**src/rtl/crypt_pkg.sv**
```systemverilog
// ============================================================================
// Module  : crypt_pkg
// Brief   : Shared key-schedule constants, FSM state type and key-byte function.
// Revision: 1.0 - initial release
// ============================================================================
`default_nettype none

package crypt_pkg;

    localparam int KEY_W   = 128;
    localparam int KBYTE_W = 8;
    localparam int KCNT_W  = 7;

    typedef enum logic [0:0] {
        IDLE = 1'b0,
        RUN  = 1'b1
    } state_e;

    // Byte index wraps so that m mod 16 == 0 selects the last key byte.
    function automatic logic [KBYTE_W-1:0] kb(input logic [KEY_W-1:0]  key,
                                              input logic [KCNT_W-1:0] m);
        logic [3:0]         idx;
        logic [KBYTE_W-1:0] sel;
        idx = m[3:0] - 4'd1;
        sel = '0;
        for (int j = 0; j < 16; j++) begin
            if (idx == 4'(j)) begin
                sel = key[KEY_W-1-KBYTE_W*j -: KBYTE_W];
            end
        end
        return {1'b0, m} ^ sel;
    endfunction

endpackage

`default_nettype wire

```
**src/rtl/key_triple_gen.sv**
```systemverilog
// ============================================================================
// Module  : key_triple_gen
// Brief   : Combinational round-key triple (K_1,K_2,K_3) for a given key and round.
// Revision: 1.0 - initial release
// ============================================================================
`default_nettype none

module key_triple_gen
    import crypt_pkg::*;
#(
    parameter int ROUND_W = 6
) (
    input  logic [KEY_W-1:0]   key_i,
    input  logic [ROUND_W-1:0] round_i,
    output logic [KBYTE_W-1:0] k1_o,
    output logic [KBYTE_W-1:0] k2_o,
    output logic [KBYTE_W-1:0] k3_o
);

    logic [KCNT_W-1:0] m3_w;

    assign m3_w = KCNT_W'(round_i) * KCNT_W'(3);

    assign k1_o = kb(key_i, m3_w - KCNT_W'(2));
    assign k2_o = kb(key_i, m3_w - KCNT_W'(1));
    assign k3_o = kb(key_i, m3_w);

endmodule

`default_nettype wire

```
**src/rtl/key_scheduler_rev.sv**
```systemverilog
// ============================================================================
// Module  : key_scheduler_rev
// Brief   : Decrypt-side key schedule; streams round-key triples ROUNDS..1 over
//           a valid/ready handshake. Define KEY_REV_ABORT_EN for the abort port.
// Revision: 1.0 - initial release
// ============================================================================
`default_nettype none

module key_scheduler_rev
    import crypt_pkg::*;
#(
    parameter int ROUNDS  = 8,
    parameter int ROUND_W = 6
) (
    input  logic               CLK,
    input  logic               RST_N,
    input  logic               start,
    input  logic [KEY_W-1:0]   key_in,
    input  logic               k_ready,
`ifdef KEY_REV_ABORT_EN
    input  logic               abort,
`endif
    output logic [KBYTE_W-1:0] K_1,
    output logic [KBYTE_W-1:0] K_2,
    output logic [KBYTE_W-1:0] K_3,
    output logic               k_valid,
    output logic [ROUND_W-1:0] round_idx,
    output logic               busy,
    output logic               done
);

    state_e               state_q, state_d;
    logic [KEY_W-1:0]     key_q, key_d;
    logic [ROUND_W-1:0]   r_q, r_d;
    logic [KBYTE_W-1:0]   k1_q, k1_d, k2_q, k2_d, k3_q, k3_d;
    logic                 k_valid_q, k_valid_d;
    logic                 done_q, done_d;

    logic [KEY_W-1:0]     gen_key_w;
    logic [ROUND_W-1:0]   gen_round_w;
    logic [KBYTE_W-1:0]   gen_k1_w, gen_k2_w, gen_k3_w;
    logic                 abort_w;

`ifdef KEY_REV_ABORT_EN
    assign abort_w = abort;
`else
    assign abort_w = 1'b0;
`endif

    // In IDLE the first triple comes straight from key_in so it is ready one cycle after start.
    assign gen_key_w   = (state_q == IDLE) ? key_in : key_q;
    assign gen_round_w = (state_q == IDLE) ? ROUND_W'(ROUNDS) : r_q - ROUND_W'(1);

    key_triple_gen #(
        .ROUND_W (ROUND_W)
    ) u_triple (
        .key_i   (gen_key_w),
        .round_i (gen_round_w),
        .k1_o    (gen_k1_w),
        .k2_o    (gen_k2_w),
        .k3_o    (gen_k3_w)
    );

    always_comb begin
        state_d   = state_q;
        key_d     = key_q;
        r_d       = r_q;
        k1_d      = k1_q;
        k2_d      = k2_q;
        k3_d      = k3_q;
        k_valid_d = k_valid_q;
        done_d    = 1'b0;
        case (state_q)
            IDLE: begin
                if (start) begin
                    key_d     = key_in;
                    r_d       = ROUND_W'(ROUNDS);
                    k1_d      = gen_k1_w;
                    k2_d      = gen_k2_w;
                    k3_d      = gen_k3_w;
                    k_valid_d = 1'b1;
                    state_d   = RUN;
                end
            end
            RUN: begin
                if (abort_w) begin
                    key_d     = '0;
                    k_valid_d = 1'b0;
                    state_d   = IDLE;
                end else if (k_valid_q && k_ready) begin
                    if (r_q > ROUND_W'(1)) begin
                        r_d  = r_q - ROUND_W'(1);
                        k1_d = gen_k1_w;
                        k2_d = gen_k2_w;
                        k3_d = gen_k3_w;
                    end else begin
                        k_valid_d = 1'b0;
                        done_d    = 1'b1;
                        state_d   = IDLE;
                    end
                end
            end
            default: state_d = IDLE;
        endcase
    end

    always_ff @(posedge CLK or negedge RST_N) begin
        if (!RST_N) begin
            state_q   <= IDLE;
            key_q     <= '0;
            r_q       <= '0;
            k1_q      <= '0;
            k2_q      <= '0;
            k3_q      <= '0;
            k_valid_q <= 1'b0;
            done_q    <= 1'b0;
        end else begin
            state_q   <= state_d;
            key_q     <= key_d;
            r_q       <= r_d;
            k1_q      <= k1_d;
            k2_q      <= k2_d;
            k3_q      <= k3_d;
            k_valid_q <= k_valid_d;
            done_q    <= done_d;
        end
    end

    assign K_1       = k1_q;
    assign K_2       = k2_q;
    assign K_3       = k3_q;
    assign k_valid   = k_valid_q;
    assign round_idx = r_q;
    assign busy      = (state_q == RUN);
    assign done      = done_q;

endmodule

`default_nettype wire

```
**config.mk**
```make
export PLATFORM = sky130hd
export DESIGN_NAME = key_scheduler_rev
export DESIGN_NICKNAME = d
export VERILOG_FILES = /design/src/rtl/crypt_pkg.sv /design/src/rtl/key_triple_gen.sv /design/src/rtl/key_scheduler_rev.sv
export SDC_FILE = /design/constraint.sdc
export NUM_CORES = 1
export LEC_CHECK = 0
export ABC_AREA = 1
export CORE_ASPECT_RATIO = 1.75
export CORE_UTILIZATION = 45
export DETAILED_ROUTE_END_ITERATION = 16
export PLACE_DENSITY = 0.78
export SYNTH_ARGS = -nofsm -noshare
export SYNTH_HDL_FRONTEND = slang
export SYNTH_SLANG_ARGS = --single-unit
export TNS_END_PERCENT = 10
```
**constraint.sdc**
```tcl
create_clock -name CLK -period 4.2 [get_ports CLK]
set_input_delay 1.05 -clock CLK [delete_from_list [all_inputs] [get_ports CLK]]
set_output_delay 1.05 -clock CLK [all_outputs]
set_load 0.02 [all_outputs]
```
==> results.md <==
- Crit-path max cell delay: 630 ps
- Worst EP arrival: 4680 ps
- DR WL/cell: 16.5 um
- # rows: 82
- Via Count: 15,214
- Ys async rst share: 1.00
- Final HPWL DP: roughly 38,000 um
- Share of cells above drive strength 1: 0.130
- Gpl congestion: 0.976
- Worst Path Max Fanout: 4
- Final Max Tran Viols: 0
- Worst Reg-to-Reg Cells: 37
- Num CTS Buffers: 17
- Post-synth top flop: dfrtp_1
- Number of remaining DRC errors: 0
- Crit path top cell by count: nand2_1
- Initial core utilization: 0.460
- Seq/Total Area, Yosys: 0.305
- Final core utilization: 0.602
- Syn Nets: roughly 2,400
- Clk pin slew, worst setup/hold paths: about 60 ps
- Die Ht: between 200 and 250 um
- Crit. End Element: flip-flop
- RSZ-0062 raised after global routing: true
- Final Critical Period: roughly 4300 ps
- All-Layer GR Usage: 0.328
- Vias per inst: 5.17
- Max-cap violations: 0
- Final Setup Violations: 13
- Area delta synth->final: 30.9%
- Post-Layout Cell Count: 2,941
- Root Driver: clkbuf_16
- Vias in the first global route: 14,961
- I/O Buffers: 164
- Yosys Warn Count: 0
- CTS hold repair buffers: 0
- Synthesized area per cell: roughly 5.8 sq um
- R2R Setup Slk: -140 ps
- Grt total ovfl: 0
- Worst min path class: flip-flop to flip-flop
- HP Start: K_1[7]
- Worst r2r src: round_idx[1]
- Pre-antenna DRT Iters: 6
- Die ar.: 30,100 sq um
- CTS H-Tree Depth: 4
- Setup ws final: -136 ps
- Inserted Diodes: 0
- Fin nets: between 2,000 and 3,000
- Final Cycle Share: 1.03
- CP required: 4540 ps
- CTS tree: built
- Worst slew pin tran: 911 ps
- First-pass GRT wire length: 76,800 um
- Post-synth EDFFs: 0
- Syn Inst Count: 2,291
- Max Clk Rate: 0.231 GHz
- Netlist cell types: 38
- Rel. slew slack: 0.392
- I/O pins: 165
- Worst clock skew: 8.62 ps
- Kind of critical path: flip-flop to flip-flop
- Starting DRT DRC Count: ~1,100
- Area of the mapped netlist: 13,200 sq um
- CP startpoint kind: flip-flop
- Worst-Skew Late Latency: 460 ps
- Total core area: 28,700 sq um
- Largest net degree at the start of global routing: 220
- Final Hold Fails: 0
- Hold Path Cell Cnt: 2
- Final WL: between 40,000 and 50,000 um
- Hold EP: K_1[7]
- Cell count after placement: 2,890
- Antenna violations before repair: 0
- Synth Register Bits: 161
- # fillers: 2,830
- Clk buf depth: 2
- Reg2reg end: K_2[6]
- Die X: around 130 um
- Failing checks: setup timing
- Critical Path Slowest Stage Cell: fa_2
- Status: finished with violations
- DRT antenna net count: 0
- Total clock sinks: 161
[cell usage after synthesis, drive strengths merged, types with 5 or more instances]
| library cell | instances | area, sq um |
|---|---|---|
| o211ai | 5 | 37.5 |
| xor2 | 5 | 43.8 |
| ha | 15 | 188 |
| buf | 45 | 268 |
| a21oi | 43 | 215 |
| inv | 382 | 1440 |
| or2 | 7 | 43.8 |
| nand3 | 119 | 613 |
| clkbuf | 51 | 191 |
| dfrtp | 161 | 4030 |
| nor2 | 127 | 513 |
| nand2 | 928 | 3540 |
| o21ai | 355 | 1780 |
| clkinv | 5 | 18.8 |
| nand4 | 26 | 163 |
[cell families after synthesis]
| logic type | Yosys count | share of synthesized area |
|---|---|---|
| XOR/XNOR | 8 | 0.00530 |
| AND/OR/NAND/NOR | 1215 | 0.372 |
| flip-flops | 161 | 0.305 |
| AO/OA/AOI/OAI | 408 | 0.157 |
| buffers and inverters | 483 | 0.145 |
| adder cells (fa/ha/maj) | 16 | 0.0157 |
[registers in the layout, summed over array words and instances, names as in the netlist]
name,flops
K_3,8
busy,1
done,1
k_valid,1
key_q,128
K_2,8
round_idx,6
K_1,8
[cells in the final DEF (no fill, tap or decap), types with 6 or more instances in the layout]
master,n
a21oi_1,43
buf_4,161
buf_6,8
clkbuf_16,17
clkdlybuf4s50_1,163
dfrtp_1,159
ha_1,9
inv_1,361
inv_2,14
inv_4,6
nand2_1,882
nand2_2,33
nand2_4,10
nand3_1,104
nand3_2,12
nand4_1,26
nor2_1,106
nor2_2,13
nor2_4,7
o21ai_0,334
o21ai_1,12
o21ai_2,9
or2_2,6
[how the worst max path moves through the flow]
stage / startpoint / to / slack, ps / depth (start not counted)
global route: round_idx[0] / K_1[6] / -370 / 34
global placement: round_idx[0] / K_3[2] / -400 / 30
detailed placement: round_idx[0] / K_3[2] / -470 / 30
CTS: round_idx[0] / K_2[6] / -140 / 37
floorplan: round_idx[1] / K_2[5] / 60 / 37
finish: round_idx[1] / K_2[6] / -140 / 37
[per-stage QoR]
stage | setup slack [ps] | cell area (sq um) | TNS [ps] | hold slack [ps]
after floorplan | 55.4 | 13200 | 0 | 448
after global placement | -396 | 16100 | -3210 | 462
after detailed placement | -469 | 16100 | -4430 | 465
after CTS | -141 | 17000 | -818 | 482
after global routing | -365 | 17300 | -6320 | 505
final | -136 | 17300 | -912 | 478
[what timing repair did]
action                                 4_1_cts  5_1_grt
setup endpoints to repair                   23       24
pin swaps                                   28       36
gates resized for setup                     61       65
endpoints found under the hold margin        0        0
buffers inserted                             2       17
[cell type report]
class / count / area, sq um / share of cell area
clock buffer: 22 / 474 / 0.0274
clock inverter: 10 / 173 / 0.00998
inverter: 387 / 1480 / 0.0854
multi-input combinational: 1647 / 7660 / 0.443
sequential: 161 / 4030 / 0.233
tap: 378 / 473 / 0.0273
timing repair buffer: 336 / 3010 / 0.174
[critical path, delay by kind of cell, from the launching register on]
family                     cells  cell delay (ps)
adders and majority gates      4             1180
buffers and inverters          5              510
and+or+nand+nor               28             2150
DFF                            1              390
[metal layers]
| layer | track usage | vias up | wire, um | part of all wire |
|---|---|---|---|---|
| met5 | 0 | - | 0 | 0 |
| met4 | 0.249 | 0 | 3650 | 0.075 |
| met3 | 0.0421 | 202 | 1980 | 0.041 |
| met2 | 0.601 | 562 | 25200 | 0.52 |
| met1 | 0.337 | 6887 | 17600 | 0.36 |
| li1 | - | 7563 | - | - |
Power is left out: the tool's default activity adds up to more than one toggle a clock period on the data nets, which glitch-free logic cannot reach.
